[src/rtl/dmx_1x3_buf.sv]
// Buffered 1-to-3 demultiplexer: one valid/ready input routed by in_sel into three
// independent per-channel FIFOs; in_sel=2'b11 words are accepted, discarded and counted.
module dmx_1x3_buf #(
   parameter int WIDTH = 32,
   parameter int DEPTH = 2,
   parameter int CNT_W = 8
) (
   input  logic             clk,
   input  logic             rst_n,
   input  logic             in_valid,
   output logic             in_ready,
   input  logic [WIDTH-1:0] in_data,
   input  logic [1:0]       in_sel,
   output logic             o0_valid,
   input  logic             o0_ready,
   output logic [WIDTH-1:0] o0_data,
   output logic             o1_valid,
   input  logic             o1_ready,
   output logic [WIDTH-1:0] o1_data,
   output logic             o2_valid,
   input  logic             o2_ready,
   output logic [WIDTH-1:0] o2_data,
   output logic             drop_pulse,
   output logic [CNT_W-1:0] drop_cnt
);

   localparam int NCH   = 3;
   localparam int PTR_W = (DEPTH > 1) ? $clog2(DEPTH) : 1;
   localparam int OCC_W = PTR_W + 1;

   logic [WIDTH-1:0] mem_q    [NCH][DEPTH];
   logic [WIDTH-1:0] mem_d    [NCH][DEPTH];
   logic [PTR_W-1:0] wr_ptr_q [NCH];
   logic [PTR_W-1:0] wr_ptr_d [NCH];
   logic [PTR_W-1:0] rd_ptr_q [NCH];
   logic [PTR_W-1:0] rd_ptr_d [NCH];
   logic [OCC_W-1:0] occ_q    [NCH];
   logic [OCC_W-1:0] occ_d    [NCH];
   logic             drop_pulse_q, drop_pulse_d;
   logic [CNT_W-1:0] drop_cnt_q, drop_cnt_d;

   logic [NCH-1:0]   ch_full;
   logic [NCH-1:0]   ch_valid;
   logic [NCH-1:0]   ch_ready;
   logic [NCH-1:0]   ch_push;
   logic [NCH-1:0]   ch_pop;
   logic             accept;
   logic             drop;
   logic [WIDTH-1:0] ch_data [NCH];

   function automatic logic [CNT_W-1:0] sat_inc(input logic [CNT_W-1:0] v);
      return (&v) ? v : v + 1'b1;
   endfunction

   assign ch_ready = {o2_ready, o1_ready, o0_ready};

   always_comb begin
      for (int k = 0; k < NCH; k++) begin
         ch_full[k]  = (occ_q[k] == OCC_W'(DEPTH));
         ch_valid[k] = (occ_q[k] != '0);
         ch_data[k]  = ch_valid[k] ? mem_q[k][rd_ptr_q[k]] : '0;
      end
   end

   // Ready looks only at the selected channel's occupancy, never at the consumer side.
   always_comb begin
      in_ready = 1'b1;
      case (in_sel)
         2'b00:   in_ready = !ch_full[0];
         2'b01:   in_ready = !ch_full[1];
         2'b10:   in_ready = !ch_full[2];
         default: in_ready = 1'b1;
      endcase
   end

   assign accept = in_valid && in_ready;
   assign drop   = accept && (in_sel == 2'b11);

   always_comb begin
      for (int k = 0; k < NCH; k++) begin
         ch_push[k] = accept && (in_sel == 2'(k));
         ch_pop[k]  = ch_valid[k] && ch_ready[k];
      end
   end

   always_comb begin
      mem_d        = mem_q;
      wr_ptr_d     = wr_ptr_q;
      rd_ptr_d     = rd_ptr_q;
      occ_d        = occ_q;
      drop_pulse_d = drop;
      drop_cnt_d   = drop ? sat_inc(drop_cnt_q) : drop_cnt_q;
      for (int k = 0; k < NCH; k++) begin
         if (ch_push[k]) begin
            mem_d[k][wr_ptr_q[k]] = in_data;
            wr_ptr_d[k]           = wr_ptr_q[k] + 1'b1;
         end
         if (ch_pop[k]) begin
            rd_ptr_d[k] = rd_ptr_q[k] + 1'b1;
         end
         // Simultaneous push and pop leaves the occupancy unchanged.
         case ({ch_push[k], ch_pop[k]})
            2'b10:   occ_d[k] = occ_q[k] + 1'b1;
            2'b01:   occ_d[k] = occ_q[k] - 1'b1;
            default: occ_d[k] = occ_q[k];
         endcase
      end
   end

   always_ff @(posedge clk or negedge rst_n) begin
      if (!rst_n) begin
         for (int k = 0; k < NCH; k++) begin
            wr_ptr_q[k] <= '0;
            rd_ptr_q[k] <= '0;
            occ_q[k]    <= '0;
         end
         drop_pulse_q <= 1'b0;
         drop_cnt_q   <= '0;
      end else begin
         wr_ptr_q     <= wr_ptr_d;
         rd_ptr_q     <= rd_ptr_d;
         occ_q        <= occ_d;
         drop_pulse_q <= drop_pulse_d;
         drop_cnt_q   <= drop_cnt_d;
      end
   end

   // Storage is not reset; outputs are gated by occupancy so stale words never show.
   always_ff @(posedge clk) begin
      mem_q <= mem_d;
   end

   assign o0_valid   = ch_valid[0];
   assign o1_valid   = ch_valid[1];
   assign o2_valid   = ch_valid[2];
   assign o0_data    = ch_data[0];
   assign o1_data    = ch_data[1];
   assign o2_data    = ch_data[2];
   assign drop_pulse = drop_pulse_q;
   assign drop_cnt   = drop_cnt_q;

endmodule

[config.mk]
export PLATFORM = sky130hd
export DESIGN_NAME = dmx_1x3_buf
export DESIGN_NICKNAME = d
export VERILOG_FILES = /design/src/rtl/dmx_1x3_buf.sv
export SDC_FILE = /design/constraint.sdc
export NUM_CORES = 1
export LEC_CHECK = 0
export CELL_PAD_IN_SITES_DETAIL_PLACEMENT = 0
export CELL_PAD_IN_SITES_GLOBAL_PLACEMENT = 1
export CORE_ASPECT_RATIO = 1.75
export CORE_MARGIN = 2
export CORE_UTILIZATION = 35
export CTS_CLUSTER_DIAMETER = 150
export DETAILED_ROUTE_END_ITERATION = 8
export PLACE_DENSITY = 0.76
export SYNTH_ARGS = -nofsm -noshare
export SYNTH_HDL_FRONTEND = slang
export SYNTH_SLANG_ARGS = --single-unit
[constraint.sdc]
create_clock -name clk -period 5.4 [get_ports clk]
set_input_delay 1.08 -clock clk [delete_from_list [all_inputs] [get_ports clk]]
set_output_delay 1.08 -clock clk [all_outputs]
set_load 0.02 [all_outputs]
==> After elaboration in Yosys (flattened, before gate mapping) <==
Cells that the tools add are included.
{ "word_totals": {"reg_bits": 213} }
{ "classes": {"addsub": 13, "magnitude_cmp": 9, "n_eq_ne": 12, "n_mux": 25, "bitwise": 7, "n_reduce_logical": 23} }
{ "op_table": {"columns": ["operator", "count"], "rows": [
  ["32-bit 2-to-1 mux", 15],
  ["64-bit bitwise mux", 3],
  ["32-bit demux with 1-bit select", 3],
  ["2-bit == test (second input constant)", 8],
  ["2-bit >= comparator (second input constant)", 6],
  ["1-bit inverter with 2-bit output", 6],
  ["2-bit case mux with 2 select lines", 3],
  ["2-bit nonzero test", 6],
  ["1-bit logical AND", 11],
  ["8-bit by 1-bit adder with 8-bit output (second input constant)", 1],
  ["2-bit by 1-bit == test with 1-bit output (second input constant)", 4],
  ["8-bit AND reduction", 1],
  ["1-bit adder (second input constant)", 6],
  ["2-bit by 1-bit adder with 2-bit output (second input constant)", 3],
  ["2-bit by 1-bit < comparator with 1-bit output (second input constant)", 3],
  ["2-bit by 1-bit subtractor with 2-bit output (second input constant)", 3],
  ["1-bit zero test", 3],
  ["1-bit case mux with 3 select lines", 1],
  ["2-bit zero test", 1],
  ["2-bit AND reduction", 1],
  ["1-bit inverter", 1]
]} }

==> Depth between registers and ports, before layout <==
{ "logic_depth": {"ltp_word": 7, "mapped_depth": 7, "ltp_nobuf": 7} }

==> Worst setup path after synthesis <==
Ideal clock, no wire load.
{ "synth_timing": {"path_kind": "input to register", "from": "in in_sel[1]", "to": "reg mem_q[100] in the netlist's numbering, enable pin", "setup_time_ns": 0.421, "arrival_time_ns": 2.942, "required_ns": 4.979, "path_slack_ns": 2.037, "path_stages": 3, "path_buffers": 1, "cell_sequence": "or3_1 -> clkbuf_1 -> nor2_1"} }
{ "synth_via": {"elab_chain_cells": 4, "word_cells_on_any_way": 6, "cone_classes": "eq/ne: 2; mux: 1; reduce/logical: 3"} }
{ "synth_rtl": {"columns": ["item", "line_no", "text"], "rows": [
  ["from (decl)", "13", "input logic [1:0] in_sel,"],
  ["2-bit == test (tied with other cells)", "68", "case (in_sel)"],
  ["1-bit case mux with 3 select lines", "68", null],
  ["1-bit logical AND", "76", "assign accept = in_valid && in_ready;"],
  ["1-bit logical AND (*)", "81", "ch_push[k] = accept && (in_sel == 2'(k));"],
  ["to (signal assigned)", "130", "mem_q <= mem_d;"],
  ["to (decl)", "31", "logic [WIDTH-1:0] mem_q [NCH][DEPTH];"]
]} }
Mark *: on every way between the ends. The rest lies on a longest branch, timed or not.
A chain may end at the register's enable or synchronous reset.

==> Worst setup path after layout <==
{ "layout_timing": {"from": "in in_sel[1]", "to": "out in_ready"} }
{ "layout_via": {"elab_chain_cells": 2, "word_cells_on_any_way": 4, "cone_classes": "eq/ne: 2; mux: 1; reduce/logical: 1"} }
{ "layout_rtl": {"columns": ["item", "line_no", "text"], "rows": [
  ["2-bit == test (tied with other cells)", "68", null],
  ["1-bit case mux with 3 select lines (*)", "68", null],
  ["to (decl)", "11", "output logic in_ready,"]
]} }
Marks and branches as above.

==> run summary <==
Vias = 4572
All-layer global routing usage = 0.148
NumNets Final = 696
Mean instance size in the synthesized netlist = 16.4 µm²
Worst IR Drop VDD = 0.204 mV
Fraction of power spent switching nets = 0.358
CTS sink cnt = 213
Placed wire-length estimate = 12200 µm
Number of top-level pins = 149
Std-Cell Rows = 74
Synth unique cells = 34
Critical path startpoint category = input pin
Worst slew slack as a fraction of its limit = 0.185
Worst path max stage delay = 0.54 ns
Post-synthesis cell area = 8290 µm²
Total of warnings raised by yosys = 0
Initial Utilization = 0.355
Die area = 25000 µm²
Leakage power = 3.86 nW
Worst-skew pair later-pin latency = 0.47 ns
Number of DRC markers in iteration 0 = 175
Number of post-CTS setup repair buffers = 0
Proportion of power drawn by flip-flops and latches = 0.397
Maximum clock path buffer count = 3
Required time of the critical path = 4.32 ns
Fraction of the yosys area taken by sequential cells = 0.759
Die Ht = 208 µm
Kind of cell with the highest combined delay on the critical path = buffers and inverters
GRT overflow = 0
Highest clock frequency the design can meet = 257 MHz
Die width = 120 µm
CTS resizes = 0
Clock network power share = 0.212
Actual transition at the worst max-transition pin = 1.22 ns
Final-layout setup total negative slack = 0 ns
Post-synth ARST share = 0.0986
Post-synth net total = 550
Outcome = finished clean
Residual DRC = 0
Sequential standard cell area = 6290 µm²
Post-route antenna net violation count = 0
Vias/cell = 4.72
Buffer and inverter count on the worst path = 2
Final setup vio count = 0
Port-buffer cells = 148
Post-synth top cells = 192 x edfxtp_1, 109 x nor2_1, 96 x mux2i_1
RePlAce Congestion = 0.754
Most common cell in the synthesized netlist = edfxtp_1
Yosys top cell area share = 0.696
Number of antenna cells inserted = 0
Clk root buf = clkbuf_16
P_int = 3.71 mW
Instance count of the mapped netlist = 506
Count of flip-flops with a built-in enable after synthesis = 192
Biggest area contributors in the synthesized netlist = edfxtp_1 70%, mux2i_1 12%, dfrtp_1 6.3%
Average wire per standard cell = 19.5 µm
Final hold violation count = 0
Kind of end point of the critical path = primary output
R2r setup slk = 3.00 ns
Cell with the biggest individual delay on the critical path = clkdlybuf4s50_1
Cell mode on critical path = clkdlybuf4s50_1
RSZ-0062 raised after global routing = no
Post-synth top area cell = edfxtp_1
Fraction of final layout cells with drive strength greater than 1 = 0.0708
Post-route clock skew = 0.00855 ns
Wire length of the first global-routing pass = 28300 µm
Crit share post-route = 0.722
Clock buffers created by TritonCTS = 19
Min cycle time layout = 3.90 ns
Number of pins exceeding their max-slew limit in the final report = 0
CTS HTree Levels = 1
Number of iterations in the first detailed-routing pass = 4
Switching power = 2.07 mW
Largest net degree at the start of global routing = 34
Synthesis-stage register bit count = 213
Final Routed Wirelength = 18900 µm
Type of the setup path with the least slack = in2out
Data arrival, critical path = 2.82 ns
Number of global-route vias before repair = 5003
Cells traversed along the worst timing path = clkdlybuf4s50_1 > or3b_2 > a21oi_1 > a31oi_1 > clkdlybuf4s50_1
PD cells = 541 nW/µm²
Logic gate share of total power = 0.391
CTS tree = done
Number of antenna violations at the first check in global routing = 0
Hold Buf Count CTS = 0
Final total power = 5.77 mW
Core occupancy in the finished layout = 0.457
Core ar. = 23300 µm²
Area added between synthesis and finish = 28.8%
Class of the tightest hold or removal check = reg2reg
Multi-input combinational cell area = 1920 µm²
Clk slew on worst S/H paths = 0.06 ns
Total of fill cells in the finished design = 2115
Top fanout value on the critical path = 8
Leading register cell type out of synthesis = edfxtp_1
Max-Cap Viols = 0
-- cells by family after synthesis --
logic type	synth area share
flip-flops	0.759
XOR/XNOR	0.0201
adder cells (fa/ha/maj)	0.00604
multiplexers	0.123
AO/OA/AOI/OAI	0.00589
buffers and inverters	0.0168
AND/OR/NAND/NOR	0.0693
-- worst reg2reg max path: cells and delay by family (launching register included) --
kind / cells / cell delay (ns)
flops: 1 / 0.49
simple gates: 3 / 1.50
-- metal layers --
layer | wire [µm] | GRT usage
met5 | 0 | 0
met1 | 6510 | 0.145
met2 | 11100 | 0.302
met4 | 498 | 0.0517
met3 | 849 | 0.0236
-- area by class of cell --
cell class                 instances  area share
clock buffer                      24      0.0482
clock inverter                     9     0.00445
inverter                           8     0.00281
multi-input combinational        262       0.180
sequential                       213       0.590
tap                              304      0.0356
timing repair buffer             148       0.139
-- cells in the final DEF, fill, tap and decap left out, types with 2 or more instances in the layout --
cell	netlist	routed
nand3_1	2	2
dfrtp_2	0	3
mux2i_1	96	96
nand2_1	3	3
inv_1	8	8
clkbuf_8	0	2
o211ai_1	2	2
xnor2_1	14	14
nor2_4	0	9
clkdlybuf4s50_1	0	148
and2_1	3	3
clkbuf_16	0	19
nor2_1	109	100
mux2_4	3	3
clkbuf_1	10	3
and3_1	3	3
clkinv_2	0	4
clkinv_1	0	3
edfxtp_1	192	192
dfrtp_1	21	18
nand2b_1	2	2
xor2_1	5	5
ha_1	4	4
-- through the flow --
| stage | instances | hold WS (ns) | worst slack (ns) | instance area [µm²] |
|---|---|---|---|---|
| floorplan | 506 | 0.456 | 2.04 | 8290 |
| detailed placement | 935 | 0.538 | 1.50 | 10100 |
| global route | 968 | 0.571 | 1.41 | 10700 |
| global placement | 935 | 0.528 | 1.48 | 10100 |
| CTS | 968 | 0.549 | 1.49 | 10700 |
| finish | 968 | 0.550 | 1.50 | 10700 |
-- power groups by stage --
stage | registers [mW] | clock network, mW | logic (mW)
2_1_floorplan | 2.10 | 0 | 1.36
3_3_place_gp | 2.32 | 0 | 2.27
3_5_place_dp | 2.34 | 0 | 2.29
4_1_cts | 2.30 | 1.25 | 2.30
5_1_grt | 2.33 | 1.32 | 2.39
6_report | 2.29 | 1.23 | 2.26
-- registers in the layout, summed over array words and instances (netlist names) --
register and count:
rd_ptr_q 3, wr_ptr_q 3, mem_q 192, drop_cnt 8, drop_pulse 1, occ_q 6
-- path summary, 6_finish.rpt --
check | startpoint | end | cells past startpoint
max reg2reg | occ_q[0]$_DFFE_PN0P_ | mem_q[59]$_DFFE_PP_ | 3
min | wr_ptr_q[2]$_DFFE_PN0P_ | wr_ptr_q[2]$_DFFE_PN0P_ | 1
max in group asynchronous | rst_n | rd_ptr_q[0]$_DFFE_PN0P_ | 1
min in group asynchronous | rst_n | drop_cnt[6]$_DFFE_PN0P_ | 1
min reg2reg | wr_ptr_q[2]$_DFFE_PN0P_ | wr_ptr_q[2]$_DFFE_PN0P_ | 1
max | in_sel[1] | in_ready | 5
Power figures use the tool's default switching activity.
